===== src/rtl/seg7_scan_driver_if.sv =====
// Bus between a display controller and the multiplexed 7-segment scan driver.
// value/dp_in/load/enable flow toward the driver; the pin-level outputs flow back.
interface seg7_scan_driver_if #(
  parameter int DIGITS = 4
);
  logic [4*DIGITS-1:0] value;
  logic [DIGITS-1:0]   dp_in;
  logic                load;
  logic                enable;
  logic [6:0]          seg;
  logic                dp;
  logic [DIGITS-1:0]   an;
  logic                frame_done;

  modport master (
    output value, dp_in, load, enable,
    input  seg, dp, an, frame_done
  );

  modport slave (
    input  value, dp_in, load, enable,
    output seg, dp, an, frame_done
  );
endinterface


===== src/rtl/seg7_scan_driver.sv =====
// Time-multiplexed hex 7-segment driver: prescaled digit scan, tear-free
// frame update of display data, optional leading-zero blanking and pin polarity.
module seg7_scan_driver #(
  parameter int DIGITS     = 4,
  parameter int CLK_DIV    = 50000,
  parameter int ACTIVE_LOW = 1,
  parameter int LZ_BLANK   = 0
) (
  input logic               clk,
  input logic               rst,
  seg7_scan_driver_if.slave bus
);
  localparam int              PW   = $clog2(CLK_DIV);
  localparam int              IW   = (DIGITS > 1) ? $clog2(DIGITS) : 1;
  localparam logic [PW-1:0]   PMAX = PW'(CLK_DIV - 1);
  localparam logic [IW-1:0]   IMAX = IW'(DIGITS - 1);
  localparam logic            POL  = (ACTIVE_LOW != 0);

  function automatic logic [6:0] hex7(input logic [3:0] n);
    logic [6:0] s;
    case (n)
      4'h0: s = 7'h3F;
      4'h1: s = 7'h06;
      4'h2: s = 7'h5B;
      4'h3: s = 7'h4F;
      4'h4: s = 7'h66;
      4'h5: s = 7'h6D;
      4'h6: s = 7'h7D;
      4'h7: s = 7'h07;
      4'h8: s = 7'h7F;
      4'h9: s = 7'h6F;
      4'hA: s = 7'h77;
      4'hB: s = 7'h7C;
      4'hC: s = 7'h39;
      4'hD: s = 7'h5E;
      4'hE: s = 7'h79;
      4'hF: s = 7'h71;
    endcase
    return s;
  endfunction

  logic [PW-1:0]       presc;
  logic [IW-1:0]       idx;
  logic [4*DIGITS-1:0] pend_val, act_val;
  logic [DIGITS-1:0]   pend_dp, act_dp;
  logic [6:0]          seg_q;
  logic                dp_q;
  logic [DIGITS-1:0]   an_q;
  logic                fd_q;

  logic                tick, wrap;
  logic [IW-1:0]       idx_nxt;
  logic [4*DIGITS-1:0] val_nxt;
  logic [DIGITS-1:0]   dp_nxt;
  logic [DIGITS-1:0]   upz;
  logic [3:0]          nib;
  logic                dsel, blank;
  logic [DIGITS-1:0]   an_sel;
  logic [6:0]          seg_raw;
  logic                dp_raw;
  logic [DIGITS-1:0]   an_raw;

  // Next-state view: outputs are decoded from the index and data that will be
  // current after this edge, which gives the one-cycle tick-to-pin latency.
  always_comb begin
    tick    = bus.enable && (presc == PMAX);
    wrap    = tick && (idx == IMAX);
    idx_nxt = idx;
    if (wrap)      idx_nxt = '0;
    else if (tick) idx_nxt = idx + 1'b1;
    val_nxt = act_val;
    dp_nxt  = act_dp;
    if (wrap) begin
      val_nxt = bus.load ? bus.value : pend_val;
      dp_nxt  = bus.load ? bus.dp_in : pend_dp;
    end
  end

  // upz[g]: nibble g and every more significant nibble are zero
  for (genvar g = 0; g < DIGITS; g++) begin : g_upz
    assign upz[g] = ~|val_nxt[4*DIGITS-1:4*g];
  end

  always_comb begin
    nib    = '0;
    dsel   = 1'b0;
    blank  = 1'b0;
    an_sel = '0;
    for (int i = 0; i < DIGITS; i++) begin
      if (idx_nxt == IW'(i)) begin
        nib       = val_nxt[4*i +: 4];
        dsel      = dp_nxt[i];
        blank     = (LZ_BLANK != 0) && (i != 0) && upz[i];
        an_sel[i] = 1'b1;
      end
    end
    seg_raw = (bus.enable && !blank) ? hex7(nib) : 7'h00;
    dp_raw  = bus.enable && dsel;
    an_raw  = bus.enable ? an_sel : '0;
  end

  always_ff @(posedge clk) begin
    if (rst) begin
      presc    <= '0;
      idx      <= '0;
      pend_val <= '0;
      pend_dp  <= '0;
      act_val  <= '0;
      act_dp   <= '0;
      seg_q    <= {7{POL}};
      dp_q     <= POL;
      an_q     <= {DIGITS{POL}};
      fd_q     <= 1'b0;
    end else begin
      if (bus.load) begin
        pend_val <= bus.value;
        pend_dp  <= bus.dp_in;
      end
      act_val <= val_nxt;
      act_dp  <= dp_nxt;
      if (bus.enable) presc <= tick ? '0 : presc + 1'b1;
      idx   <= idx_nxt;
      seg_q <= seg_raw ^ {7{POL}};
      dp_q  <= dp_raw ^ POL;
      an_q  <= an_raw ^ {DIGITS{POL}};
      fd_q  <= wrap;
    end
  end

  assign bus.seg        = seg_q;
  assign bus.dp         = dp_q;
  assign bus.an         = an_q;
  assign bus.frame_done = fd_q;
endmodule


===== src/flat_wrapper.sv =====
// flat-port wrapper written by rule: the top's interface ports become plain ports
module seg7_scan_driver_flat 
#(
  parameter int DIGITS     = 4,
  parameter int CLK_DIV    = 50000,
  parameter int ACTIVE_LOW = 1,
  parameter int LZ_BLANK   = 0
)
  (clk, rst, bus_value, bus_dp_in, bus_load, bus_enable, bus_seg, bus_dp, bus_an, bus_frame_done);
  seg7_scan_driver_if #(.DIGITS(DIGITS)) bus_i ();
  input logic clk;
  input logic rst;
  input wire logic [$bits(bus_i.value)-1:0] bus_value;
  input wire logic [$bits(bus_i.dp_in)-1:0] bus_dp_in;
  input wire logic [$bits(bus_i.load)-1:0] bus_load;
  input wire logic [$bits(bus_i.enable)-1:0] bus_enable;
  output wire logic [$bits(bus_i.seg)-1:0] bus_seg;
  output wire logic [$bits(bus_i.dp)-1:0] bus_dp;
  output wire logic [$bits(bus_i.an)-1:0] bus_an;
  output wire logic [$bits(bus_i.frame_done)-1:0] bus_frame_done;
  assign bus_i.value = bus_value;
  assign bus_i.dp_in = bus_dp_in;
  assign bus_i.load = bus_load;
  assign bus_i.enable = bus_enable;
  assign bus_seg = bus_i.seg;
  assign bus_dp = bus_i.dp;
  assign bus_an = bus_i.an;
  assign bus_frame_done = bus_i.frame_done;
  seg7_scan_driver #(.DIGITS(DIGITS), .CLK_DIV(CLK_DIV), .ACTIVE_LOW(ACTIVE_LOW), .LZ_BLANK(LZ_BLANK)) u_core (.clk(clk), .rst(rst), .bus(bus_i));
endmodule

===== config.mk =====
export PLATFORM = sky130hd
export DESIGN_NAME = seg7_scan_driver_flat
export DESIGN_NICKNAME = d
export VERILOG_FILES = /design/src/rtl/seg7_scan_driver_if.sv /design/src/rtl/seg7_scan_driver.sv /design/src/flat_wrapper.sv
export SDC_FILE = /design/constraint.sdc
export NUM_CORES = 1
export LEC_CHECK = 0
export ABC_AREA = 1
export CORE_ASPECT_RATIO = 0.7
export CORE_UTILIZATION = 50
export DETAILED_ROUTE_END_ITERATION = 10
export GPL_TIMING_DRIVEN = 0
export PLACE_DENSITY = 0.72
export SETUP_SLACK_MARGIN = 0.2
export SLEW_MARGIN = 20
export SYNTH_ARGS = -nofsm -noshare
export SYNTH_HDL_FRONTEND = slang
export SYNTH_SLANG_ARGS = --single-unit

===== constraint.sdc =====
create_clock -name clk -period 2.5 [get_ports clk]
set_input_delay 0.25 -clock clk [delete_from_list [all_inputs] [get_ports clk]]
set_output_delay 0.25 -clock clk [all_outputs]
set_load 0.1 [all_outputs]

# After elaboration in Yosys (flattened, before gate mapping)
# Memories as Yosys holds them, arrays and structs flattened.
# Cells that the tools add are included.
[word_totals]
latchBits = 0
ram_bits = 0
input_bits = 24
romBits = 112
memories = 1
output_inout_bits = 13
reg_bits = 71
[classes]
reduce_logical = 4
shift = 0
bitwise_logic = 3
magnitude_cmp = 0
n_mux = 21
addsub = 2
multipliers = 0
div_mod_pow = 0
n_eq_ne = 5
[memory_table]
columns = ["memory", "words", "word_bits", "rd", "rd_clocked_by_memory_dff", "wr", "line", "text"]
rows = [
  ["(name not given)", 16, 7, 1, 0, 0, "seg7_scan_driver.sv:21", "case (n)"],
]
[op_table]
columns = ["op", "n"]
rows = [
  ["16-bit two-way mux", 3],
  ["4-bit two-way mux", 7],
  ["16-bit by 1-bit adder with 16-bit output (second input constant)", 1],
  ["16-bit equality test (second input constant)", 1],
  ["1-bit two-way mux", 8],
  ["7-bit two-way mux", 1],
  ["7-bit inverter", 1],
  ["2-bit equality test (second input constant)", 3],
  ["2-bit two-way mux", 2],
  ["4-bit inverter", 1],
  ["1-bit logical AND", 3],
  ["2-bit by 1-bit adder with 2-bit output (second input constant)", 1],
  ["2-bit by 1-bit equality test with 1-bit output (second input constant)", 1],
  ["2-bit zero test", 1],
  ["1-bit inverter", 1],
]

# Longest topological paths before layout
# Gate-level depths: netlist (run 1).
# An unclocked memory read counts as a cell.
[logic_depth]
word_depth = 12
mapped_depth = 19

# Worst setup path before layout (run 1)
# Ideal clock, no wire load.
[synth_timing]
kind = "register to register"
from = "register u_core.presc[0]"
to = "register u_core.seg_q[1] (netlist: u_core.bus.seg[1])"
stages_incl_launch_ff = 18
setup_ps = 115
n_path_buf = 1
path_slack_ps = 250
t_arrival_ps = 2136
path_cell_list = "dfxtp_1 -> ha_1 -> nand2_2 -> clkinv_2 -> nand2_4 -> nor2_8 -> nand3_4 -> buf_6 -> nand2_1 -> o21ai_0 -> nand2_1 -> nand3_1 -> nor2_1 -> ha_1 -> nand2_1 -> nor2_1 -> nor2_1 -> nand2_1"
[synth_between]
elab_chain_len = 12
elab_cells_between_ends = 17
classes_between = "eq/ne: 4; mux: 8; bitwise: 1; reduce/logical: 3; memory: 1"
[synth_rtl]
columns = ["element", "line", "text"]
rows = [
  ["start: declaration", "seg7_scan_driver.sv:42", "logic [PW-1:0] presc;"],
  ["start signal: assignment", "seg7_scan_driver.sv:121", "if (bus.enable) presc <= tick ? '0 : presc + 1'b1;"],
  ["16-bit equality test *", "seg7_scan_driver.sv:66", "tick = bus.enable && (presc == PMAX);"],
  ["1-bit logical AND *", "seg7_scan_driver.sv:66", ""],
  ["2-bit two-way mux or 1-bit logical AND (tied branches)", "seg7_scan_driver.sv:70, seg7_scan_driver.sv:67", ""],
  ["2-bit two-way mux", "seg7_scan_driver.sv:69", "if (wrap) idx_nxt = '0;"],
  ["2-bit zero test", "seg7_scan_driver.sv:90", "if (idx_nxt == IW'(i)) begin"],
  ["4-bit two-way mux (3 in series)", "seg7_scan_driver.sv:90", ""],
  ["4-bit two-way mux *", "seg7_scan_driver.sv:90", ""],
  ["memory read 16 x 7 bit *", "--", ""],
  ["7-bit two-way mux *", "seg7_scan_driver.sv:97", "seg_raw = (bus.enable && !blank) ? hex7(nib) : 7'h00;"],
  ["7-bit inverter (no line) *", "--", ""],
  ["end signal: assignment", "seg7_scan_driver.sv:110", "seg_q <= {7{POL}};"],
  ["end signal: assignment", "seg7_scan_driver.sv:123", "seg_q <= seg_raw ^ {7{POL}};"],
  ["end: declaration", "seg7_scan_driver.sv:46", "logic [6:0] seg_q;"],
]
# Mark *: on every way between the ends. The rest lies on a longest branch, timed or not.
# A chain may end at the register's enable or synchronous reset.

# Final worst setup path (run 1)
[layout_timing]
from = "register u_core.presc[1]"
to = "register u_core.seg_q[1] (netlist: u_core.bus.seg[1])"
# Same word-level chain as after synthesis.

==> results of run 1 <==
==> sequential cells by signal, indices dropped and copies added, names as in the netlist, 2 cells and up <==
name,cells
u_core.act_dp,4
u_core.presc,16
u_core.pend_val,16
u_core.idx,2
u_core.bus.an,4
u_core.pend_dp,4
u_core.bus.seg,7
u_core.act_val,16
==> synth_stat cells (all sizes together), types with 2 or more instances <==
cell type	number
a21oi	16
ha	8
o21a	7
nor3	6
nor2	68
clkbuf	3
mux2i	11
o21ai	20
or2	2
nand2	115
buf	9
inv	66
nor4	2
nand4	5
dfxtp	71
nand3	26
==> routing by layer <==
metal,routed length [µm],vias to the layer above,track usage [%]
met5,0,-,0
met4,136,0,8.37
met3,424,16,5.83
met2,3680,84,33.3
met1,4160,1434,32.6
li1,-,1556,-
==> power breakdown <==
part	internal, W	total, W	leakage [nW]	switching, W
Clock	0.000563	0.00102	0.110	0.000458
Sequential	0.00116	0.00117	0.581	0.00000909
Combinational	0.0000766	0.000199	1.38	0.000123
Total	0.00180	0.00239	2.08	0.000590
==> cells in the final DEF, fill, tap and decap left out, types with 4 or more instances in the layout <==
cell	instances
nor2_4	7
dfxtp_1	67
o21ai_2	4
nand2_1	81
inv_1	54
o21ai_0	13
nand3_2	7
dfxtp_2	4
o21a_1	7
nand4_1	5
nand2_4	12
clkdlybuf4s50_1	34
inv_2	11
buf_6	4
nor2_1	57
nand2_2	22
buf_4	30
nand3_1	18
mux2i_1	11
a21oi_1	15
nor3_1	6
ha_4	5
clkbuf_8	9
==> cell type report <==
type | instances | share of cell area, %
Tap cell | 91 | 2.50
Timing Repair Buffer | 67 | 13.7
Buffer | 12 | 1.73
Clock inverter | 7 | 2.09
Sequential cell | 71 | 31.3
Clock buffer | 9 | 2.72
Multi-Input combinational cell | 296 | 40.3
Inverter | 67 | 5.63
==> logic make-up after synthesis <==
group	count (synthesis)
AOI/OAI and AO/OA	49
muxes	12
buffers and inverters	79
DFF	71
xor gates and xnor gates	2
and+or+nand+nor	225
adders and majority gates	8
==> through the flow <==
| step | hold WS [ns] | std cells | area, µm² | worst slack (ns) |
|---|---|---|---|---|
| final | 0.181 | 620 | 4550 | 0.0366 |
| after global routing | 0.191 | 620 | 4550 | -0.0763 |
| after CTS | 0.157 | 597 | 4180 | 0.209 |
| after detailed placement | 0.445 | 571 | 3820 | -0.0896 |
| after global placement | 0.440 | 571 | 3820 | -0.0598 |
| after floorplan | 0.409 | 446 | 3370 | 0.250 |
==> worst register-to-register path: stages (launching register included) <==
cell and delay (ns):
dfxtp_2 0.36, ha_4 0.16, nand2_4 0.05, inv_4 0.07, nand2_4 0.06, nor2_8 0.18, buf_4 0.15, nand3_2 0.09
nand2_4 0.12, inv_2 0.08, nor2_4 0.12, inv_2 0.08, nor2_4 0.13, nor2_4 0.07, ha_1 0.30, nand2_2 0.10
nor2_1 0.05, nor2_1 0.10, nand2_1 0.07
==> final timing paths <==
kind	from	to	slack, ns	cells after the start
max	u_core.presc[1]	u_core.bus.seg[1]	0.04	18
min	bus_enable	u_core.presc[8]	0.18	2
max reg2reg	u_core.presc[1]	u_core.bus.seg[1]	0.04	18
min reg2reg	u_core.presc[15]	u_core.presc[15]	0.46	1
==> repair_timing <==
item	CTS	global route
endpoints found under the setup margin	7	7
pin swaps	5	27
buffers inserted	10	22
resized for setup	21	50
gates cloned	0	1
==> results.json, run 1 <==
{
  "status": "complete, no violations",
  "cp-end-kind": "flip-flop",
  "synth_seq_area_share_pct": 42.2,
  "synth_xor_area_share_pct": 0.520,
  "finalCriticalPeriod_ns": 2.46,
  "crit_family": "simple AND/OR/NAND/NOR gates",
  "root_buffer": "clkbuf_8",
  "path_cells": "ha_4, nand2_4, inv_4, nand2_4, nor2_8, buf_4, nand3_2, nand2_4, inv_2, nor2_4, inv_2, nor2_4, nor2_4, ha_1, nand2_2, nor2_1, nor2_1, nand2_1",
  "die_h_um": 70.6,
  "cts_hold_buf": 0,
  "synth_seq_cells": 71,
  "max_freq_ghz": 0.406,
  "drtAntennaViolNets": 0,
  "synthCells": 446,
  "hp-class": "in -> reg",
  "synth_area_mm2": 0.00337,
  "power_density_mw_per_mm2": 524,
  "syn_avg_cell_area_um2": 7.55,
  "critPathKind": "reg -> reg",
  "cpMaxStageDelayCell": "dfxtp_2",
  "synth_flop_cell": "dfxtp_1",
  "synth_nets": 478,
  "netlist.top_cell.by_area": "dfxtp_1",
  "die_w_um": 100,
  "overflow": 0,
  "setup_violations": 0,
  "slew_headroom_pct": 34.9,
  "drc": 0,
  "cts_inserted_buffers": 9,
  "grt_max_degree": 14,
  "netlist.area_leader.share_pct": 42.2,
  "ir_worst_vdd_uv": 321,
  "finClkSkew_ns": 0.0127,
  "drive_gt1_share_pct": 26.8,
  "rsz0062_at_grt": "true",
  "grt_pass1_vias": 2625,
  "drt_wl_total_mm": 8.40,
  "via_count": 3090,
  "final_hold_viol_count": 0,
  "ys_async_sr_fraction_pct": 0,
  "htreeDepth": 3,
  "synth_cell_type_count": 42,
  "register_area_mm2": 0.00143,
  "core-area_mm2": 0.00637,
  "post-route-period-util_pct": 98.5,
  "power.total_w": 0.00239,
  "detailed_place_hpwl_mm": 5.25,
  "grt_usage_pct": 22.8,
  "synthMuxAreaShare_pct": 3.61,
  "num-fill-cells": 483,
  "place.gp.congestion": 0.843,
  "cap_violations": 0,
  "boundaryPins": 37,
  "worst_pin_slew_ns": 0.974,
  "multiInputGateArea_mm2": 0.00183,
  "max_stage_delay_ns": 0.36,
  "synth_top_family_by_area": "simple AND/OR/NAND/NOR gates",
  "drtIter0Drc": 212,
  "insertion_delay_ns": 0.36,
  "critPathBufInv": 4,
  "required_ns": 2.76,
  "synth-adder-area-share_pct": 2.97,
  "drt_first_pass_iters": 5,
  "synth-edff-count": 0,
  "wl_per_cell_um": 13.5,
  "clock-sinks": 71,
  "grt_pass1_wl_mm": 12.3,
  "vias_per_cell": 4.98,
  "clock_path_buffers": 2,
  "yosys-top-cells-area": "dfxtp_1 (42%), nand2_1 (11%), nor2_1 (6.8%)",
  "start_kind": "flip-flop",
  "antenna_cells": 0,
  "final_core_util_pct": 71.5,
  "portBuffers": 34,
  "antenna_found_initial": 0,
  "leakage_nw": 2.08,
  "area_growth_pct": 35.3,
  "cts.clk_slew.worst_paths_ns": 0.08,
  "fin_nets": 556,
  "cp.arrival_ns": 2.72,
  "num_rows": 24,
  "cp_max_fo": 5,
  "start_util_pct": 52.9,
  "synth-simple-area-share_pct": 32.4,
  "yosys_warnings": 0,
  "cts_tree": "done",
  "synth_compound_area_share_pct": 8.74,
  "die-area_mm2": 0.00707,
  "fin_tns_setup_ns": 0,
  "drv_slew": 0
}
Note: power is estimated with default switching activity, not from simulation.
==> run 2, diff against run 1 <==
DONT_BUFFER_PORTS = 1   (was unset)
PLACE_DENSITY = unset   (was 0.72)
RECOVER_POWER = 50   (was unset)
==> results.json, run 2 (synthesis gave the netlist of run 1 again) <==
{
  "overflow": 0,
  "portBuffers": 0,
  "r2r_slack_ns": 0.13,
  "r2r-start": "u_core.presc[0]",
  "clock_path_buffers": 2,
  "grt_max_degree": 15,
  "ir_worst_vdd_uv": 341,
  "drc": 0,
  "vias_per_cell": 4.92,
  "start_kind": "flip-flop",
  "layout_commonest_cell": "nand2_1",
  "rsz0062_at_grt": "true",
  "power_density_mw_per_mm2": 580,
  "whs_endpoint": "u_core.pend_dp[0]",
  "insertion_delay_ns": 0.35,
  "leakage_nw": 1.87,
  "grt_usage_pct": 23.4,
  "die-area_mm2": 0.00707,
  "start_util_pct": 52.9,
  "worstHoldPathCells": 2,
  "holdWs_ns": 0.0755,
  "status": "complete, no violations",
  "drt_first_pass_iters": 4,
  "worstReg2RegEnd": "u_core.bus.seg[1]",
  "pre_cts_ws_ns": -0.136,
  "cts_inserted_buffers": 9,
  "grt_pass1_wl_mm": 12.6,
  "detailed_place_hpwl_mm": 5.35,
  "cts.clk_slew.worst_paths_ns": 0.08,
  "num_rows": 24,
  "place.gp.congestion": 0.875,
  "clock-sinks": 71,
  "setup_violations": 0,
  "drt_wl_total_mm": 7.76,
  "cp-end-kind": "flip-flop",
  "die_w_um": 100,
  "critPathKind": "reg -> reg",
  "root_buffer": "clkbuf_8",
  "drv_slew": 0,
  "grt_pass1_vias": 2543,
  "core-area_mm2": 0.00637,
  "boundaryPins": 37,
  "hp-start": "bus_dp_in[0]",
  "power.total_w": 0.00237,
  "rr_worst_depth": 18,
  "die_h_um": 70.6,
  "worst_pin_slew_ns": 0.939,
  "area_growth_pct": 21.3,
  "htreeDepth": 3,
  "required_ns": 2.74,
  "via_count": 2852,
  "fin_tns_setup_ns": 0,
  "cts_tree": "done",
  "slew_headroom_pct": 37.3,
  "final_hold_viol_count": 0,
  "post-route-period-util_pct": 95.0,
  "finClkSkew_ns": 0.00865,
  "layout_common_cells": "nand2_1 (89), dfxtp_1 (67), nor2_1 (58), inv_1 (54), buf_4 (25)",
  "top_regs": "u_core.act_val: 16 flops, u_core.pend_val: 16 flops, u_core.presc: 16 flops",
  "cp.arrival_ns": 2.62,
  "finalWorstSetupSlack_ns": 0.125,
  "wl_per_cell_um": 13.4,
  "antenna_cells": 0,
  "finalCriticalPeriod_ns": 2.37,
  "drtAntennaViolNets": 0,
  "max_freq_ghz": 0.421,
  "cp_max_fo": 7,
  "drive_gt1_share_pct": 25.6,
  "hp-class": "in -> reg",
  "fin_nets": 516,
  "final_core_util_pct": 64.1,
  "drtIter0Drc": 162,
  "num-fill-cells": 588,
  "cap_violations": 0,
  "antenna_found_initial": 0
}
-- run 2: cell count changes in the layout (fill, tap and decap cells not counted), moves of 5 or more --
cell             change
nand2_2              -6
buf_4                -5
clkdlybuf4s50_1     -34
nand2_1              +8
-- run 2: worst max-delay path, cell delays in order (launching register included) --
cell      delay, ns
dfxtp_2        0.37
ha_4           0.16
nand2_4        0.05
clkinv_4       0.06
nand2_4        0.05
nor2_8         0.19
buf_4          0.14
nand3_2        0.10
nand2_4        0.13
inv_2          0.08
nor2_4         0.15
nand2_2        0.08
nand3_2        0.09
nor2_4         0.06
ha_1           0.30
nand2_2        0.09
nor2_1         0.04
nor2_1         0.09
nand2_1        0.05
-- run 2: layout make-up --
type	count	area (µm²)	share of cell area (%)
multi-input combinational	296	1760	43.2
sequential	71	1430	34.9
inverter	67	260	6.37
timing repair buffer	27	214	5.24
clock buffer	9	124	3.03
tap	91	114	2.79
clock inverter	7	103	2.51
buffer	12	78.8	1.93
-- run 2: routing by layer --
metal	routed length, µm	global-route usage [%]	up-vias	share of wire, %
met5	0	0	-	0
met4	62	5.64	0	0.80
met3	473	6.72	7	6.1
met2	3070	30.9	69	40
met1	4150	36.8	1295	53
li1	-	-	1481	-
-- run 2: report_power, final --
part           leakage, nW  switching [W]  internal, W  total (W)
logic                 1.18      0.0000701    0.0000412   0.000111
clock network        0.111       0.000469     0.000574    0.00104
registers            0.581      0.0000538      0.00116    0.00121
-- run 2: worst max-delay path by stage --
stage               cells past startpoint             from  slack (ns)                 to
CTS                                    19  u_core.presc[1]        0.18  u_core.bus.seg[3]
finish                                 18  u_core.presc[0]        0.13  u_core.bus.seg[1]
detailed placement                     17  u_core.presc[0]       -0.14  u_core.bus.seg[1]
global placement                       17  u_core.presc[0]       -0.12  u_core.bus.seg[1]
floorplan                              17  u_core.presc[0]        0.25  u_core.bus.seg[1]
global route                           18  u_core.presc[0]       -0.05  u_core.bus.seg[1]
-- run 2: stage by stage --
step                      instances  area (µm²)
after floorplan                 446        3370
after global placement          537        3480
after detailed placement        537        3480
after CTS                       564        3890
after global routing            580        4080
final                           580        4080
-- run 2: timing repair --
item	in CTS	in global routing
hold buffers	0	0
setup buffers	10	16
endpoints found under the setup margin	7	7
gates resized for setup	33	21
pin swaps	15	16
cloned	1	0
==> RTL change: new RTL, config.mk and constraints of run 1 <==
`CLK_DIV` is set to 50000 in 2 places; all go to 100000.
--- a/src/rtl/seg7_scan_driver.sv
+++ b/src/rtl/seg7_scan_driver.sv
@@ -2,7 +2,7 @@
 // frame update of display data, optional leading-zero blanking and pin polarity.
 module seg7_scan_driver #(
   parameter int DIGITS     = 4,
-  parameter int CLK_DIV    = 50000,
+  parameter int CLK_DIV    = 100000,
   parameter int ACTIVE_LOW = 1,
   parameter int LZ_BLANK   = 0
 ) (
--- a/src/flat_wrapper.sv
+++ b/src/flat_wrapper.sv
@@ -2,7 +2,7 @@
 module seg7_scan_driver_flat 
 #(
   parameter int DIGITS     = 4,
-  parameter int CLK_DIV    = 50000,
+  parameter int CLK_DIV    = 100000,
   parameter int ACTIVE_LOW = 1,
   parameter int LZ_BLANK   = 0
 )
Behaviour: same outputs for any inputs over 10 cycles, from zero or initial values and one cycle with rst high; that may be too few to reach the edited logic, so the function may still have changed.
==> RTL change against run 1 <==
- design area rose by 2.4%
- critical path depth fell by 3
- first-iteration DRC count is 14% higher
- sequential cell count rose by 1
- worst hold slack gained 0.11 ns
- routed wire length grew 11%
- synthesized area is 5.6% higher
- synthesized cell count is 6.1% higher
- setup slack better by 0.077 ns
- power down 4.7%
- clock power down 12%
- fmax is 3.2% higher
- critical path type unchanged
==> RTL change: results (changes against run 1) <==
* Routability-driven placement congestion ratio at 0.880 (+4.4%)
* Vias in the first global route at 2791 (+6.3%)
* Hold Crit Start: bus_load
* Layout cells sized above 1 at 25.0% (-1.8 points)
* Syn Nets at 505 (+5.6%)
* Synth Area in Compound Gates at 6.94% (-1.8 points)
* NetSw at 0.000575 W (-2.4%)
* Regs by FF count: u_core.presc: 17 flops, u_core.act_val: 16 flops, u_core.pend_val: 16 flops
* Buffer share of cell area at 13.8% (-1.7 points)
* Worst vdd ir at 0.000345 V (+7.4%)
* Placed cell count at 601 (+5.3%)
* Top cells by area, synth: dfxtp_1 (41%), nand2_1 (12%), nor2_1 (8.7%)
* Synth Area in Adders at 2.82% (-0.16 points)
* Worst Hold End: u_core.pend_val[2]
* Post-Synth XOR/XNOR Area at 0.493% (-0.027 points)
* Seq/Total Area, Yosys at 40.6% (-1.7 points)
* Met3 wire length at 762 um (+80%)
* Multi-input logic portion of the cell area at 43.7% (+3.4 points)
* Worst r2r path cells at 15 (-3)
* Met3 GRT Util at 5.78% (-0.050 points)
* Met1 Wirelength at 4340 um (+4.5%)
* Fmax at 419 MHz (+3.2%)
* Register share of the cell area at 31.3% (-0.050 points)
* Largest net degree at the start of global routing at 13 (-1)
* Post-DP HPWL at 5970 um (+14%)
* Outcome: completed
* Gate Count Post-Synth at 473 (+6.1%)
* Iteration-0 DRC count of the detailed router at 242 (+14%)
* Tot GR Track Use at 23.6% (+0.82 points)
* Storage cell area at 0.00146 mm2 (+2.3%)
* Met2 WL at 4030 um (+9.4%)
* First-pass GRT wire length at 13400 um (+8.4%)
* Reg2reg setup slack at 0.11 ns (+0.08 ns)
* Fin cells at 646 (+4.2%)
* Worst Hold Path Cells at 3 (+1)
* CP Max Fanout at 4 (-1)
* CP Data Arrival Time at 2.63 ns (-0.09 ns)
* Worst rel slew slack at 35.2% (+0.35 points)
* Clock buf/inv share at 4.02% (-0.79 points)
* Hold slack at 0.294 ns (+0.113 ns)
* Power Density at 488 mW/mm2 (-6.9%)
* Final nets at 579 (+4.1%)
* Layout filler cell count at 590 (+22%)
* Placement Cell Area at 0.00401 mm2 (+5.0%)
* DR vias at 3353 (+8.5%)
* Setup WS pre-CTS at -0.520 ns (-0.430 ns)
* Count of multi-input gates at 334 (+13%)
* Met2 Use GR at 34.8% (+1.6 points)
* Sequential cell count at 72 (+1.4%)
* Nonclk buf count at 73 (-7.6%)
RTL change: what timing repair did:
| action | CTS | global route |
|---|---|---|
| resized for setup | 35 | 36 |
| hold buffers | 0 | 0 |
| buffers inserted | 14 | 14 |
| setup endpoints to repair | 7 | 7 |
| pin swaps | 15 | 26 |
| gates cloned | 0 | 1 |
RTL change: cell families after synthesis:
| kind of cell | Yosys count |
|---|---|
| flops | 72 |
| fa+ha+maj | 8 |
| buf+inv | 68 |
| mux | 16 |
| simple gates | 265 |
| compound gates | 42 |
| xor+xnor | 2 |
RTL change: worst max-delay path, cell delays in order, from the launching register on:
cell and delay (ns):
dfxtp_4 0.37, ha_4 0.17, nand3_4 0.09, nor2_4 0.19, nand3_4 0.12, nor2_4 0.18, nand2_1 0.10, o21ai_2 0.10
nor2_2 0.07, nor2_2 0.18, nand3_4 0.13, ha_4 0.19, nand4_1 0.11, nor2_1 0.08, nor2_1 0.13, nand2_1 0.07
